===== src/rtl/approx_err_monitor.sv =====
// Error monitor for the registered approximate adder: pairs each SUM with the
// operands from the previous cycle and publishes per-window error statistics.
module approx_err_monitor #(
  parameter int DW       = 16,
  parameter int WIN_LOG2 = 8,
  parameter int ACC_W    = 32
) (
  input  logic                clk,
  input  logic                rst,
  input  logic                clr,
  input  logic                in_valid,
  input  logic [DW-1:0]       A,
  input  logic [DW-1:0]       B,
  input  logic [DW:0]         SUM,
  output logic                stat_valid,
  input  logic                stat_ready,
  output logic [WIN_LOG2:0]   err_cnt,
  output logic [ACC_W-1:0]    err_sum,
  output logic [DW:0]         err_max,
  output logic                overrun
);

  // Saturating add runs one bit wider than the larger of accumulator and diff.
  localparam int SW = ((ACC_W > DW + 1) ? ACC_W : DW + 1) + 1;
  localparam logic [ACC_W-1:0]    ACC_MAX   = '1;
  localparam logic [WIN_LOG2-1:0] SAMP_LAST = '1;
  localparam logic [WIN_LOG2-1:0] SAMP_ONE  = 1;

  logic [DW-1:0]       s1_a_q, s1_b_q;
  logic                s1_v_q;
  logic [WIN_LOG2-1:0] samp_q, samp_d;
  logic [WIN_LOG2:0]   cnt_acc_q, cnt_acc_d;
  logic [ACC_W-1:0]    sum_acc_q, sum_acc_d;
  logic [DW:0]         max_acc_q, max_acc_d;
  logic                stat_valid_q, stat_valid_d;
  logic [WIN_LOG2:0]   err_cnt_q, err_cnt_d;
  logic [ACC_W-1:0]    err_sum_q, err_sum_d;
  logic [DW:0]         err_max_q, err_max_d;
  logic                overrun_q, overrun_d;

  logic [DW:0]         exact, diff, max_nxt;
  logic                mis, win_end;
  logic [SW-1:0]       sum_ext;
  logic [ACC_W-1:0]    sum_nxt;
  logic [WIN_LOG2:0]   cnt_nxt;

  always_comb begin
    exact   = {1'b0, s1_a_q} + {1'b0, s1_b_q};
    diff    = (exact >= SUM) ? (exact - SUM) : (SUM - exact);
    mis     = |diff;
    cnt_nxt = cnt_acc_q + {{WIN_LOG2{1'b0}}, mis};
    sum_ext = SW'(sum_acc_q) + SW'(diff);
    sum_nxt = (sum_ext > SW'(ACC_MAX)) ? ACC_MAX : sum_ext[ACC_W-1:0];
    max_nxt = (diff > max_acc_q) ? diff : max_acc_q;
    win_end = s1_v_q && (samp_q == SAMP_LAST);

    samp_d       = samp_q;
    cnt_acc_d    = cnt_acc_q;
    sum_acc_d    = sum_acc_q;
    max_acc_d    = max_acc_q;
    stat_valid_d = stat_valid_q;
    err_cnt_d    = err_cnt_q;
    err_sum_d    = err_sum_q;
    err_max_d    = err_max_q;
    overrun_d    = overrun_q;

    if (s1_v_q) begin
      samp_d    = samp_q + SAMP_ONE;
      cnt_acc_d = cnt_nxt;
      sum_acc_d = sum_nxt;
      max_acc_d = max_nxt;
    end

    // A window end always publishes; an accept on the same edge is absorbed.
    if (win_end) begin
      samp_d       = '0;
      cnt_acc_d    = '0;
      sum_acc_d    = '0;
      max_acc_d    = '0;
      err_cnt_d    = cnt_nxt;
      err_sum_d    = sum_nxt;
      err_max_d    = max_nxt;
      stat_valid_d = 1'b1;
      overrun_d    = overrun_q | (stat_valid_q & ~stat_ready);
    end else if (stat_valid_q && stat_ready) begin
      stat_valid_d = 1'b0;
    end
  end

  always_ff @(posedge clk or posedge rst) begin
    if (rst) begin
      s1_a_q       <= '0;
      s1_b_q       <= '0;
      s1_v_q       <= 1'b0;
      samp_q       <= '0;
      cnt_acc_q    <= '0;
      sum_acc_q    <= '0;
      max_acc_q    <= '0;
      stat_valid_q <= 1'b0;
      err_cnt_q    <= '0;
      err_sum_q    <= '0;
      err_max_q    <= '0;
      overrun_q    <= 1'b0;
    end else if (clr) begin
      s1_a_q       <= '0;
      s1_b_q       <= '0;
      s1_v_q       <= 1'b0;
      samp_q       <= '0;
      cnt_acc_q    <= '0;
      sum_acc_q    <= '0;
      max_acc_q    <= '0;
      stat_valid_q <= 1'b0;
      err_cnt_q    <= '0;
      err_sum_q    <= '0;
      err_max_q    <= '0;
      overrun_q    <= 1'b0;
    end else begin
      s1_a_q       <= A;
      s1_b_q       <= B;
      s1_v_q       <= in_valid;
      samp_q       <= samp_d;
      cnt_acc_q    <= cnt_acc_d;
      sum_acc_q    <= sum_acc_d;
      max_acc_q    <= max_acc_d;
      stat_valid_q <= stat_valid_d;
      err_cnt_q    <= err_cnt_d;
      err_sum_q    <= err_sum_d;
      err_max_q    <= err_max_d;
      overrun_q    <= overrun_d;
    end
  end

  assign stat_valid = stat_valid_q;
  assign err_cnt    = err_cnt_q;
  assign err_sum    = err_sum_q;
  assign err_max    = err_max_q;
  assign overrun    = overrun_q;

endmodule


===== config.mk =====
export PLATFORM = sky130hd
export DESIGN_NAME = approx_err_monitor
export DESIGN_NICKNAME = d
export VERILOG_FILES = /design/src/rtl/approx_err_monitor.sv
export SDC_FILE = /design/constraint.sdc
export NUM_CORES = 1
export LEC_CHECK = 0
export ABC_AREA = 0
export BUFFER_PORTS_ARGS = -buffer_cell sky130_fd_sc_hd__buf_2
export CORE_UTILIZATION = 50
export DETAILED_ROUTE_END_ITERATION = 12
export GPL_TIMING_DRIVEN = 0
export PLACE_DENSITY = 0.69
export SETUP_SLACK_MARGIN = 0.15
export SYNTH_ARGS = -nofsm -noshare
export SYNTH_HDL_FRONTEND = slang
export SYNTH_SLANG_ARGS = --single-unit
export TNS_END_PERCENT = 50

===== constraint.sdc =====
create_clock -name clk -period 7.03 [get_ports clk]
set_clock_uncertainty 0.05 [all_clocks]
set_input_delay 1.406 -clock clk [delete_from_list [all_inputs] [get_ports clk]]
set_output_delay 1.406 -clock clk [all_outputs]
set_load 0.05 [all_outputs]

After elaboration in Yosys (flattened, before gate mapping):

Index checks and enable logic that the tools add are counted.

* add/subtract/negate cells: 6
* order comparisons: 3
* eq/ne operators: 1
* muxes and demuxes: 29
* bitwise logic cells: 3
* reductions and logical operators: 6

Operator list (count)
* $mux W32: 6
* $mux W17: 7
* $mux W9: 5
* $sub A17 B17 Y17: 2
* $add A32 B17 Y33: 1
* $gt A33 B32 Y1 const B: 1
* $mux W16: 2
* $mux W8: 3
* $add A16 B16 Y17: 1
* $ge A17 B17 Y1: 1
* $gt A17 B17 Y1: 1
* $reduce_or A17 Y1: 1
* $add A9 B1 Y9: 1
* $add A8 B1 Y8 const B: 1
* $eq A8 B8 Y1 const B: 1
* $mux W1: 6
* $reduce_bool A3 Y1: 2
* $logic_and A1 B1 Y1: 2
* $reduce_bool A2 Y1: 1
* $and A1 B1 Y1: 1
* $not A1 Y1: 1
* $or A1 B1 Y1: 1

* register bits after elaboration: 159
* input bits: 54
* output and inout port bits: 60

Longest topological paths before layout:

Gate-level depths: netlist (run 1).

* word-level depth: 9
* mapped depth: 33
* depth with buffers taken out: 31

Worst setup path before layout (run 1):

Ideal clock, no wire load.

* path type: register to register
* start: reg s1_a_q[0]
* end: reg err_sum_q[6] (netlist: err_sum[6])
* library setup time: 94 ps
* arrival: 7063 ps
* path slack: -177 ps
* cell stages (with the launch flop): 30
* path through: dfrtp_1 -> ha_1 -> fa_1 -> a21o_1 -> a21oi_1 -> o21bai_1 -> a21oi_1 -> o21bai_1 -> a41o_1 -> o41ai_1 -> o211a_1 -> xnor2_1 -> ha_1 -> and2_1 -> and3_1 -> nand2_1 -> o31ai_4 -> buf_6 -> mux2i_1 -> fa_1 -> a21o_1 -> a21oi_1 -> o21ai_0 -> a211oi_1 -> a31oi_1 -> o221ai_1 -> nor3_2 -> clkbuf_1 -> nor2_1 -> a211oi_1

* word-level cells in the longest chain between the ends: 8
* elaborated cells between the ends (all ways): 10

RTL lines
* from (decl): RTL line 29 `logic [DW-1:0] s1_a_q, s1_b_q;`
* from (signal assigned): RTL line 92 `s1_a_q <= '0;`
* from (signal assigned): RTL line 105 `s1_a_q <= '0;`
* from (signal assigned): RTL line 118 `s1_a_q <= A;`
* $add A16 B16 Y17 *: RTL line 48 `exact = {1'b0, s1_a_q} + {1'b0, s1_b_q};`
* $sub A17 B17 Y17 / $ge A17 B17 Y1 (equally long branches): RTL line 49 `diff = (exact >= SUM) ? (exact - SUM) : (SUM - exact);`
* $mux W17 *: RTL line 49
* $add A32 B17 Y33 *: RTL line 52 `sum_ext = SW'(sum_acc_q) + SW'(diff);`
* $gt A33 B32 Y1: RTL line 53 `sum_nxt = (sum_ext > SW'(ACC_MAX)) ? ACC_MAX : sum_ext[ACC_W-1:0];`
* $mux W32 *: RTL line 53
* $mux W32 *: RTL line 75 `if (win_end) begin`
* $mux W32 *: RTL line 104 `end else if (clr) begin`
* to (signal assigned): RTL line 127 `err_sum_q <= err_sum_d;`
* to (decl): RTL line 37 `logic [ACC_W-1:0] err_sum_q, err_sum_d;`

Every way passes the cells marked *; elsewhere a longest branch is shown, timed or not. The select of a mux whose other input is x is not followed.
A chain may end at the register's enable or synchronous reset.

Worst setup path after layout (run 1):

* start: reg s1_a_q[0]
* end: reg sum_acc_q[22]

* word-level cells in the longest chain between the ends: 9
* elaborated cells between the ends (all ways): 11

RTL lines
* $add A16 B16 Y17 *: RTL line 48
* $sub A17 B17 Y17 / $ge A17 B17 Y1 (equally long branches): RTL line 49
* $mux W17 *: RTL line 49
* $add A32 B17 Y33 *: RTL line 52
* $gt A33 B32 Y1: RTL line 53
* $mux W32 *: RTL line 53
* $mux W32 *: RTL line 67 `if (s1_v_q) begin`
* $mux W32 *: RTL line 75
* $mux W32 *: RTL line 104
* to (signal assigned): RTL line 123 `sum_acc_q <= sum_acc_d;`
* to (decl): RTL line 33 `logic [ACC_W-1:0] sum_acc_q, sum_acc_d;`

Marks and branches as above.

==> impl_metrics.yaml, run 1 <==
run_status:
  status: "finished, violations left"
  violations: "negative setup slack"
run:
  max_cap_viol_count: 0
grt:
  grt_pass1_wl_um: 46300
  grtUsageTotal_pct: 27.6
  grt_max_degree: 88
  antenna_found_initial: 0
  overflow: 0
  grt_pass1_vias: 9128
setup_path:
  worstPathArrival_ps: 7270
  worstSetupStartpointType: "register"
  r2r_slack_ps: -3
  cp_max_fo: 10
  r2r-end: "sum_acc_q[22]"
  crit_type: "register to register"
  required_ps: 7260
  path_common_cell: "buf_4"
  reg2reg_from: "s1_a_q[0]"
  r2r_cells: 36
  max_stage_delay_ps: 420
  cp-end-kind: "register"
  cp_slowest_cell: "xnor2_4"
sta:
  worst_slack_ps: -2.63
  whs_ps: 435
  finalSetupTns_ps: -4.85
  period_minus_slack_ps: 7030
  finalSetupViolations: 2
  final-max-slew-violation-count: 0
  slew_headroom_pct: 44.3
  max_freq_ghz: 0.142
  hold_viol_final: 0
  worstMarginPinSlew_ps: 835
  rsz0062_at_grt: "yes"
  fin_crit_sh_pct: 100
routing:
  detail_route.wl_per_cell_um: 18.9
  drtAntennaViolNets: 0
  wl_um: 31600
  dr_total_vias: 9807
  drc_errors: 0
  drtIter0Drc: 910
  via_per_inst: 5.88
  dr.pass1.iters: 7
power_and_ir_drop:
  ir_drop_uv: 248
  pwr_density_cell_nw_per_um2: 307
  leakagePower_nw: 6.65
layout:
  fin_cells: 1668
  fin_nets: 1534
  final_area_um2: 14200
  syn2layout_area_growth_pct: 38.2
  fin_util_pct: 70.4
  num_antenna_cells: 0
  final_layout_size_suffix_gt1_share_pct: 32.5
floorplanning:
  rows: 52
  coreArea_um2: 20200
  dieArea_um2: 21200
  die_w_um: 146
  ios: 114
  die_h_um: 146
  initial_core_util_pct: 50.9
placed_design:
  hpwlAfterDp_um: 19700
  place_area_um2: 11300
  place_congestion: 0.898
  portBuffers: 113
  dp_cells: 1532
synth:
  ys.flop_type: "dfrtp_1"
  ys_ff_latch: 159
  ys.warnings.count: 0
  synth_common_cells: "dfrtp_1 (159), nor2_1 (108), nand2_1 (92)"
  async_reset_ff_share_pct: 100
  synth_edf_count: 0
  yosysTopAreaCell: "dfrtp_1"
  syn_area_per_cell_um2: 8.97
  netlist_instances: 1148
  synthTopCellsByArea: "dfrtp_1 (39%), ha_1 (11%), nor2_1 (3.9%)"
  synth_nets: 1297
  yosys.cell_types.count: 68
  yosysMostFrequentCell: "dfrtp_1"
  synth_top_area_share_pct: 38.6
  syn_area_um2: 10300
  synth_seq_area_share_pct: 38.6
clocking:
  clk_path_buf_depth: 2
  clockRootBuffer: "clkbuf_16"
  clock_latency_ps: 440
  cts_hold_buf: 0
  clkSinkCount: 159
  h-tree-depth: 4
  cts_buffers: 17
  cts.clk_slew.worst_paths_ps: 60
  cts_tree: "built"
worst_hold_path:
  hold_path.class: "register to register"
  hold_depth: 2
  min_from: "sum_acc_q[19]"
  min_to: "sum_acc_q[19]"
-- report_power, final --
group / internal (W) / switching (W)
registers: 0.000969 / 0.0000456
clock network: 0.000530 / 0.000417
logic: 0.00114 / 0.00127
total: 0.00264 / 0.00173
-- critical path: cells and delay by family, from the launching register on --
family,cells,cell delay [ps]
xor gates and xnor gates,2,490
AOI/OAI and AO/OA,15,2750
adders and majority gates,4,1190
buffers and inverters,12,1560
DFF,1,410
muxes,1,200
and+or+nand+nor,2,230
-- kinds of logic (layout without fill, tap and decap cells) --
logic type	Yosys count	count (layout)	synth area share, %
fa+ha+maj	95	95	11.8
flops	159	159	38.6
buf+inv	135	385	5.14
simple gates	353	353	16.4
compound gates	320	320	20.4
mux	20	20	1.96
xor+xnor	66	66	5.61
-- routing by layer --
metal  share of wire (%)  track usage (%)  vias up
li1                    -                -     4506
met1                  42             38.2     4781
met2                  48             44.8      433
met3                 6.8             3.51       87
met4                 3.2             9.42        0
met5                   0                0        -
-- cell usage in the layout (no fill, tap or decap), drive strengths merged, types with 24 or more instances in the layout --
cell type,Yosys,final
a211oi,35,35
a21o,27,27
a21oi,79,79
buf,13,234
clkbuf,43,58
dfrtp,159,159
ha,91,91
inv,78,85
nand2,92,92
nor2,108,108
nor2b,46,46
o21ai,79,79
xnor2,42,42
xor2,24,24
-- sequential cells by signal, summed over array words and instances (netlist names) --
| signal | flops |
|---|---|
| s1_b_q | 16 |
| stat_valid | 1 |
| max_acc_q | 17 |
| err_max | 17 |
| cnt_acc_q | 9 |
| err_sum | 32 |
| s1_v_q | 1 |
| sum_acc_q | 32 |
| overrun | 1 |
| samp_q | 8 |
| s1_a_q | 16 |
| err_cnt | 9 |
-- area by class of cell --
| class | count | area, um2 |
|---|---|---|
| buffer | 56 | 335 |
| sequential | 159 | 3980 |
| clock buffer | 18 | 429 |
| inverter | 79 | 304 |
| timing repair buffer | 218 | 1530 |
| fill | 1411 | 6000 |
| tap | 270 | 338 |
| multi-input combinational | 854 | 7170 |
| clock inverter | 14 | 154 |
-- worst max path at each step --
stage               from       endpoint  slack (ps)  cells past startpoint
5_1_grt        s1_a_q[0]    err_sum[24]        -390                     32
4_1_cts        s1_b_q[1]     err_cnt[8]         110                     31
2_1_floorplan  s1_a_q[0]   max_acc_q[7]          60                     30
3_3_place_gp   s1_a_q[0]   max_acc_q[7]       -1490                     31
6_report       s1_a_q[0]  sum_acc_q[22]          -3                     36
3_5_place_dp   s1_a_q[1]   max_acc_q[7]       -1580                     32
-- per-stage QoR --
stage | worst slack, ps | total power (W)
final | -2.63 | 0.00437
after global routing | -392 | 0.00456
after CTS | 110 | 0.00371
after detailed placement | -1580 | 0.00236
after global placement | -1490 | 0.00234
after floorplan | 57.1 | 0.00203
-- what timing repair did --
item	in CTS	in global routing
pin swaps	52	78
gates cloned	1	6
endpoints found under the setup margin	116	112
gates resized for setup	128	184
buffers inserted	51	46
Power figures use the tool's default switching activity.
==> run 2, diff against run 1 <==
--- a/config.mk
+++ b/config.mk
@@ -10,7 +10,7 @@
 export CORE_UTILIZATION = 50
 export DETAILED_ROUTE_END_ITERATION = 12
 export GPL_TIMING_DRIVEN = 0
-export PLACE_DENSITY = 0.69
+export PLACE_DENSITY = 0.67
 export SETUP_SLACK_MARGIN = 0.15
 export SYNTH_ARGS = -nofsm -noshare
 export SYNTH_HDL_FRONTEND = slang
==> constraint.sdc (replaced) <==
create_clock -name clk -period 8.5 [get_ports clk]
set_clock_uncertainty 0.05 [all_clocks]
set_input_delay 1.7 -clock clk [delete_from_list [all_inputs] [get_ports clk]]
set_output_delay 1.7 -clock clk [all_outputs]
set_load 0.05 [all_outputs]
==> run 2 against run 1 <==
Against the previous run: the flow now finishes without violations; critical path depth down 5; routed wire length down 15%; first-iteration DRC count down 32%; critical path type unchanged; critical endpoint is now max_acc_q[7]; highest routed layer is now met5.
==> impl_metrics.yaml, run 2 (same netlist as run 1, synthesis figures left out) <==
placed_design:
  place_congestion: 0.898
  dp_cells: 1532
  hpwlAfterDp_um: 19800
  portBuffers: 113
routing:
  via_per_inst: 5.63
  dr.pass1.iters: 5
  detail_route.wl_per_cell_um: 17.0
  wl_um: 26700
  drtAntennaViolNets: 0
  drtIter0Drc: 621
  drc_errors: 0
  dr_total_vias: 8833
setup_path:
  critPathBufInv: 3
  crit_type: "register to register"
  worstPathArrival_ps: 8170
  required_ps: 8740
  r2r_cells: 31
  cp_slowest_cell: "ha_1"
  cp-end-kind: "register"
  r2r-end: "max_acc_q[7]"
  r2r_slack_ps: 570
  path_depth: 31
  crit_end: "max_acc_q[7]"
  reg2reg_from: "s1_a_q[0]"
  max_stage_delay_ps: 470
  worstSetupStartpointType: "register"
  cp_max_fo: 10
  path_delay_family: "compound AO/OA/AOI/OAI gates"
  critical_path.startpoint: "s1_a_q[0]"
grt:
  overflow: 0
  grtUsageTotal_pct: 25.9
  grt_pass1_wl_um: 43500
  antenna_found_initial: 1
  grt_max_degree: 130
  grt_pass1_vias: 8523
sta:
  worstMarginPinSlew_ps: 918
  hold_viol_final: 0
  rsz0062_at_grt: "no"
  whs_ps: 434
  final-max-slew-violation-count: 0
  fin_crit_sh_pct: 93.3
  max_freq_ghz: 0.126
  slew_headroom_pct: 38.8
  period_minus_slack_ps: 7930
  finalSetupViolations: 0
power_and_ir_drop:
  pwr_density_cell_nw_per_um2: 230
  ir_drop_uv: 158
  leakagePower_nw: 5.79
worst_hold_path:
  hold_depth: 2
  hold_path.class: "register to register"
floorplanning:
  initial_core_util_pct: 50.9
  rows: 52
  dieArea_um2: 21200
  coreArea_um2: 20200
  die_w_um: 146
  die_h_um: 146
  ios: 114
layout:
  fin_cells: 1570
  syn2layout_area_growth_pct: 16.8
  nFillCells: 1849
  fin_nets: 1436
  layout_common_cells: "dfrtp_1 (159), buf_2 (119), nor2_1 (108), nand2_1 (92), ha_1 (91)"
  final_layout_size_suffix_gt1_share_pct: 15.5
  num_antenna_cells: 0
  final_common_cell: "dfrtp_1"
clocking:
  cts_tree: "built"
  cts_buffers: 17
  clockRootBuffer: "clkbuf_16"
  clk_path_buf_depth: 2
  cts_hold_buf: 0
  h-tree-depth: 4
  clock_latency_ps: 430
  cts.clk_slew.worst_paths_ps: 60
  clkSinkCount: 159
run:
  max_cap_viol_count: 0
run_status:
  status: "complete, no violations"
## run 2: cell count changes in the layout (fill, tap and decap cells not counted), sizes merged
cell      previous run  this run
inv                 85        84
clkbuf              58        62
bufinv               2         1
clkinvlp             2         1
buf                234       133
clkinv               4         6
## run 2: timing repair
item	CTS	global route
setup endpoints to repair	94	98
gates cloned	0	0
setup buffers	1	5
resized for setup	11	23
pin swaps	1	4
## run 2: through the flow
| stage | setup TNS [ps] | instance area [um2] | utilization, % | power, W | setup WS [ps] |
|---|---|---|---|---|---|
| after global placement | -20520 | 11200 | 55.4 | 0.00193 | -637 |
| final | 0 | 12000 | 59.5 | 0.00277 | 566 |
| after detailed placement | -26600 | 11200 | 55.5 | 0.00195 | -759 |
| after floorplan | 0 | 10300 | - | 0.00167 | 1290 |
| after global routing | 0 | 12000 | 59.5 | 0.00294 | 154 |
| after CTS | 0 | 11900 | 58.8 | 0.00273 | 135 |
## run 2: worst min-delay path by stage
stage / startpoint / endpoint
3_5_place_dp: max_acc_q[16] / max_acc_q[16]
4_1_cts: max_acc_q[16] / max_acc_q[16]
3_3_place_gp: max_acc_q[16] / max_acc_q[16]
2_1_floorplan: sum_acc_q[27] / sum_acc_q[27]
6_report: max_acc_q[16] / max_acc_q[16]
5_1_grt: sum_acc_q[15] / sum_acc_q[15]
## run 2: final cells by class
| type | instances | area [um2] | area share, % |
|---|---|---|---|
| multi-input combinational | 854 | 5940 | 49.4 |
| sequential | 159 | 3980 | 33.1 |
| timing repair buffer | 120 | 651 | 5.41 |
| clock buffer | 19 | 453 | 3.76 |
| tap | 270 | 338 | 2.81 |
| inverter | 79 | 304 | 2.53 |
| buffer | 56 | 243 | 2.02 |
| clock inverter | 13 | 125 | 1.04 |
## run 2: worst reg2reg max path: cells and delay by family, from the launching register on
family	cells	cell delay, ps
multiplexers	2	620
XOR/XNOR	2	420
buffers and inverters	3	840
AND/OR/NAND/NOR	4	790
adder cells (fa/ha/maj)	4	1440
flip-flops	1	380
AO/OA/AOI/OAI	16	3250
## run 2: where the power goes
group / total, W / switching (W) / leakage (nW) / internal, W
registers: 0.000830 / 0.0000292 / 2.17 / 0.000801
logic: 0.00118 / 0.000724 / 3.33 / 0.000455
clock network: 0.000763 / 0.000338 / 0.287 / 0.000425
## run 2: per-layer routing
layer | GRT usage [%] | share of wire, %
met5 | 0 | 0.049
met4 | 9.21 | 2.2
met1 | 36.0 | 47
met2 | 41.0 | 46
met3 | 3.89 | 4.8
